## config.mk

```make
export PLATFORM = sky130hd
export DESIGN_NAME = uart_rx_flat
export DESIGN_NICKNAME = d
export VERILOG_FILES = /design/src/rtl/uart_pkg.sv /design/src/rtl/uart_rx_if.sv /design/src/rtl/uart_baud_cnt.sv /design/src/rtl/uart_rx.sv /design/src/flat_wrapper.sv
export SDC_FILE = /design/constraint.sdc
export NUM_CORES = 1
export LEC_CHECK = 0
export CAP_MARGIN = 20
export CORE_ASPECT_RATIO = 0.9
export CORE_UTILIZATION = 51
export CTS_CLUSTER_DIAMETER = 150
export DETAILED_ROUTE_END_ITERATION = 10
export PLACE_DENSITY = 0.71
export SYNTH_ARGS = -nofsm -noshare
export SYNTH_HDL_FRONTEND = slang
export SYNTH_HIERARCHICAL = 1
export SYNTH_SLANG_ARGS = --single-unit
```

## constraint.sdc

```tcl
create_clock -name clk -period 2.1 [get_ports clk]
set_input_delay 0.315 -clock clk [delete_from_list [all_inputs] [get_ports clk]]
set_output_delay 0.315 -clock clk [all_outputs]
set_load 0.01 [all_outputs]
```

## src/rtl/uart_pkg.sv

```systemverilog
// Shared UART definitions: baud timing, frame geometry and receiver state encoding.
package uart_pkg;

    localparam logic [11:0] BAUD_TIME = 12'hA2C;  // 50 MHz / 19200 baud
    localparam int          DATA_BITS = 8;

    typedef enum logic [1:0] {IDLE, START, DATA, STOP} rx_state_t;

endpackage

```

## src/rtl/uart_rx_if.sv

```systemverilog
// Host-side bundle of the UART receiver: serial line in, byte/flag handshake out.
interface uart_rx_if;
    import uart_pkg::*;

    logic                 rx;
    logic                 clr_rdy;
    logic [DATA_BITS-1:0] rx_data;
    logic                 rx_rdy;
    logic                 frm_err;
    logic                 ovr_err;

    modport master (output rx, clr_rdy, input rx_data, rx_rdy, frm_err, ovr_err);
    modport slave  (input rx, clr_rdy, output rx_data, rx_rdy, frm_err, ovr_err);

endinterface

```

## src/rtl/uart_baud_cnt.sv

```systemverilog
// Free-running baud counter with half-bit and full-bit strobes; wraps on its own at full_bd.
module uart_baud_cnt #(
    parameter int BAUD_TIME = int'(uart_pkg::BAUD_TIME)
) (
    input  logic clk,
    input  logic rst,
    input  logic clr,
    output logic half_bd,
    output logic full_bd
);

    localparam int HALF_BAUD = BAUD_TIME / 2;

    logic [11:0] cnt;

    assign half_bd = (cnt == 12'(HALF_BAUD - 1));
    assign full_bd = (cnt == 12'(BAUD_TIME - 1));

    always_ff @(posedge clk or posedge rst) begin
        if (rst) begin
            cnt <= '0;
        end else if (clr || full_bd) begin
            cnt <= '0;
        end else begin
            cnt <= cnt + 12'd1;
        end
    end

endmodule

```

## src/rtl/uart_rx.sv

```systemverilog
// 8N1 UART receiver: synchronizer, start-bit validation, mid-bit sampling and sticky error flags.
module uart_rx #(
    parameter int BAUD_TIME = int'(uart_pkg::BAUD_TIME)
) (
    input  logic      clk,
    input  logic      rst,
    uart_rx_if.slave  bus
);
    import uart_pkg::*;

    logic                 rx_meta_p0, rx_s_p1, rx_prev_p2;
    logic                 fall;
    logic                 baud_clr, half_bd, full_bd;
    rx_state_t            state;
    logic [3:0]           bit_cnt;
    logic [DATA_BITS-1:0] shreg;
    logic [DATA_BITS-1:0] rx_data_q;
    logic                 rdy_q, frm_q, ovr_q;

    // Synchronizer stage: preset high so reset never looks like a start edge
    always_ff @(posedge clk or posedge rst) begin
        if (rst) begin
            rx_meta_p0 <= 1'b1;
            rx_s_p1    <= 1'b1;
            rx_prev_p2 <= 1'b1;
        end else begin
            rx_meta_p0 <= bus.rx;
            rx_s_p1    <= rx_meta_p0;
            rx_prev_p2 <= rx_s_p1;
        end
    end

    assign fall     = rx_prev_p2 & ~rx_s_p1;
    assign baud_clr = (state == IDLE) || (state == START && half_bd);

    uart_baud_cnt #(.BAUD_TIME(BAUD_TIME)) u_baud (
        .clk     (clk),
        .rst     (rst),
        .clr     (baud_clr),
        .half_bd (half_bd),
        .full_bd (full_bd)
    );

    // Sampling stage: every data bit is fully overwritten before use, so no reset
    always_ff @(posedge clk) begin
        if (state == DATA && full_bd) begin
            shreg <= {rx_s_p1, shreg[DATA_BITS-1:1]};
        end
    end

    always_ff @(posedge clk or posedge rst) begin
        if (rst) begin
            state     <= IDLE;
            bit_cnt   <= '0;
            rx_data_q <= '0;
            rdy_q     <= 1'b0;
            frm_q     <= 1'b0;
            ovr_q     <= 1'b0;
        end else begin
            if (bus.clr_rdy && rdy_q) begin
                rdy_q <= 1'b0;
                frm_q <= 1'b0;
                ovr_q <= 1'b0;
            end
            case (state)
                IDLE: begin
                    if (fall) state <= START;
                end
                START: begin
                    if (half_bd) begin
                        if (rx_s_p1) begin
                            state <= IDLE;
                        end else begin
                            bit_cnt <= '0;
                            state   <= DATA;
                        end
                    end
                end
                DATA: begin
                    if (full_bd) begin
                        bit_cnt <= bit_cnt + 4'd1;
                        if (bit_cnt == 4'(DATA_BITS - 1)) state <= STOP;
                    end
                end
                STOP: begin
                    // Completion overrides a same-cycle clear; that clear also suppresses overrun
                    if (full_bd) begin
                        bit_cnt   <= bit_cnt + 4'd1;
                        rx_data_q <= shreg;
                        rdy_q     <= 1'b1;
                        frm_q     <= ~rx_s_p1;
                        ovr_q     <= ~bus.clr_rdy & (ovr_q | rdy_q);
                        state     <= IDLE;
                    end
                end
                default: state <= IDLE;
            endcase
        end
    end

    assign bus.rx_data = rx_data_q;
    assign bus.rx_rdy  = rdy_q;
    assign bus.frm_err = frm_q;
    assign bus.ovr_err = ovr_q;

endmodule
```

## src/flat_wrapper.sv

```systemverilog
// flat-port wrapper written by rule: the top's interface ports become plain ports
module uart_rx_flat import uart_pkg::*;
#(
    parameter int BAUD_TIME = int'(uart_pkg::BAUD_TIME)
)
  (clk, rst, bus_rx, bus_clr_rdy, bus_rx_data, bus_rx_rdy, bus_frm_err, bus_ovr_err);
  uart_rx_if bus_i ();
  input  logic clk;
  input  logic rst;
  input wire logic [$bits(bus_i.rx)-1:0] bus_rx;
  input wire logic [$bits(bus_i.clr_rdy)-1:0] bus_clr_rdy;
  output wire logic [$bits(bus_i.rx_data)-1:0] bus_rx_data;
  output wire logic [$bits(bus_i.rx_rdy)-1:0] bus_rx_rdy;
  output wire logic [$bits(bus_i.frm_err)-1:0] bus_frm_err;
  output wire logic [$bits(bus_i.ovr_err)-1:0] bus_ovr_err;
  assign bus_i.rx = bus_rx;
  assign bus_i.clr_rdy = bus_clr_rdy;
  assign bus_rx_data = bus_i.rx_data;
  assign bus_rx_rdy = bus_i.rx_rdy;
  assign bus_frm_err = bus_i.frm_err;
  assign bus_ovr_err = bus_i.ovr_err;
  uart_rx #(.BAUD_TIME(BAUD_TIME)) u_core (.clk(clk), .rst(rst), .bus(bus_i));
endmodule
```

==> flow_summary.toml <==
[pwr]
combPwrFrac_pct = 12.8
p_sw_share_pct = 26.05
ir_worst_vdd_mv = 0.6526
p_sw_uw = 459.3
power.internal_uw = 1304
leakage_uw = 0.0009234
power_frac_clock_pct = 35.7
seqPwrFrac_pct = 51.5
p_total_uw = 1763
powerDensity_nw_per_um2 = 813.9

[timing]
maxSlewViolCount = 0
hold_violations = 0
fin_skew_ps = 9.784
slew-limit-headroom_pct = 64.20
worstMarginPinSlew_ps = 537.0
finalSetupViolations = 0
max_freq_mhz = 509.2
fin_crit_ps = 1964
fin_crit_sh_pct = 93.52
finalSetupTns_ps = 0
rsz0062_at_grt = "false"

[critical_path]
endpoint_kind = "flip-flop"
crit_fanout = 8
startpoint_type = "flip-flop"
r2r_slack_ps = 140
cp.required_ps = 2080
worst_ep_arrival_time_ps = 1940
reg2reg_depth = 5
critPathKind = "reg2reg"
reg2reg_to = "u_core/shreg[0]"
r2r-start = "u_core/u_baud/cnt[4]"

[route]
drt-vias-per-instance = 5.539
wl_per_cell_um = 14.48
wl_mm = 3.171
drt_iter0_drc = 69
drcViolationCount = 0
dr.pass1.iters = 4
num_vias = 1213
ant_nets = 0

[placement]
place.gp.congestion = 0.8372
hpwl_mm = 2.204
dp_cells = 209
numPortBuffers = 14

[yosys]
ys_ff_latch = 40
synth_area_leaders = "dfrtp_1, edfxtp_1, mux2_4"
synth_top_area_share_pct = 40.45
syn_area_per_cell_um2 = 12.37
syn-num-nets = 153
synth_cell_types = 34
synthTopCellsByCount = "dfrtp_1, nand3_1, nor2_1"
synth.most_common_cell = "dfrtp_1"
ys.flop_type = "dfrtp_1"
syn_inst = 145
async_reset_ff_share_pct = 80.00
syn_area_um2 = 1794
synth-edff-count = 8
yosys.area.top_type = "dfrtp_1"
synth-seq-area-share_pct = 58.23
ys_warn_count = 6

[layout]
syn_to_final_growth_pct = 20.71
antenna_cells = 0
fin_cells = 219
n_fill_cell = 277
layout-drive-gt1-share_pct = 22.29
nNetsFinal = 182

[flow_run]
cap_violations = 0

[grt]
gr-total-overflow = 0
grtUsageTotal_pct = 19.40
antenna_found_initial = 0
grt_pass1_wl_mm = 5.375
grt_start_max_net_pins = 21
grt_pass1_vias = 1175

[clock_network]
cts_hold_buf = 0
clk-insertion-delay-late_ps = 290
numCtsBuffers = 5
root_buffer = "clkbuf_8"
htree_levels = 2
cts_tree = "built"
cts_sinks = 40
cts.path.max_buffers = 2
clk_pin_slew_ps = 80

[die]
ioPinCount = 15
die_x_um = 64.52
start_util_pct = 53.11
core_um2 = 3378
rows = 20
die_area_um2 = 3760
dieHeight_um = 58.27

[outcome]
outcome = "complete, no violations"

[min_path]
worstHoldPathType = "in2async"
placed cells by master (no fill, tap or decap), drive strengths merged, types with 3 or more instances in the layout:
cell type      Yosys  final
o31ai              5      5
clkdlybuf4s50      0     14
nand3             14     14
buf                6     14
or4                3      3
nor2              10     10
nand2              7      7
ha                 4      4
or3                4      4
dfstp              3      3
o21ai              8      8
edfxtp             8      8
mux2               8      8
a21oi              8      8
dfrtp             29     29
nand4              4      4
clkbuf             0      5
inv                7      7
what timing repair did:
action / 4_1_cts / 5_1_grt
buffers inserted: 0 / 2
resized for setup: 0 / 4
endpoints found under the setup margin: 0 / 13
power by group through the flow:
stage	Combinational [uW]	Sequential, uW	Clock, uW
floorplan	179	908	0
global placement	213	916	0
detailed placement	224	921	0
CTS	226	905	648
global route	253	920	669
finish	225	908	629
metrics by stage:
| stage | setup slack [ps] | hold slack (ps) | area [um2] | utilization [%] |
|---|---|---|---|---|
| global route | 9.719 | 366.7 | 2166 | 64.11 |
| floorplan | 17.38 | 179.7 | 1797 | - |
| global placement | 45.58 | 345.8 | 2018 | 59.74 |
| CTS | 0.7192 | 361.6 | 2135 | 63.19 |
| finish | 136.0 | 359.8 | 2166 | 64.11 |
| detailed placement | 20.67 | 351.7 | 2018 | 59.74 |
worst max path at each step:
stage	startpoint	end	slack (ps)	depth (start not counted)
6_report	u_core/u_baud/cnt[4]	u_core/shreg[0]	140	5
5_1_grt	u_core/u_baud/cnt[1]	u_core/u_baud/cnt[6]	10	10
4_1_cts	u_core/u_baud/cnt[4]	u_core/shreg[0]	0.7	5
3_5_place_dp	u_core/u_baud/cnt[4]	u_core/shreg[4]	20	5
3_3_place_gp	u_core/u_baud/cnt[4]	u_core/shreg[7]	50	5
2_1_floorplan	u_core/u_baud/cnt[2]	u_core/shreg[0]	20	6
kinds of logic (layout without fill, tap and decap cells):
family | count (synthesis) | count (layout) | share of synthesized area, %
and+or+nand+nor | 51 | 51 | 16.60
AOI/OAI and AO/OA | 25 | 25 | 9.136
muxes | 8 | 8 | 6.276
buffers and inverters | 13 | 43 | 5.021
DFF | 40 | 40 | 58.23
adders and majority gates | 4 | 4 | 2.790
xor gates and xnor gates | 4 | 4 | 1.953
worst max-delay path, stage by stage, from the launching register on:
cell     delay (ps)
dfrtp_1         390
or4b_4          560
nor3_1          180
buf_4           170
nand2_1         120
nor2_4          250
final cells by class:
cell class                 count  area, um2  area share (%)
multi-input combinational     92      673.1           31.08
sequential                    40       1046           48.30
inverter                       7      26.28           1.213
clock inverter                 3      47.55           2.195
timing repair buffer          28      249.0           11.50
tap                           44      55.05           2.542
clock buffer                   5      68.82           3.177
layer usage:
metal	vias to the layer above	global-route usage (%)	routed length (um)
met2	23	30.68	1598
met1	604	25.16	1430
li1	584	-	-
met3	2	4.724	126
met5	-	0	0
met4	0	9.524	16
state kept, by name, summed over array words and instances, names as in the netlist, named ones only:
name	cells
u_core/bus.rx_data	8
u_core/bus.rx_rdy	1
u_core/bus.frm_err	1
u_core/state	1
u_core/rx_meta_p0	1
u_core/rx_s_p1	1
u_core/u_baud/cnt	12
u_core/shreg	8
u_core/bus.ovr_err	1
u_core/bit_cnt	4
u_core/rx_prev_p2	1
No activity file was read; power rests on OpenSTA's default activity.
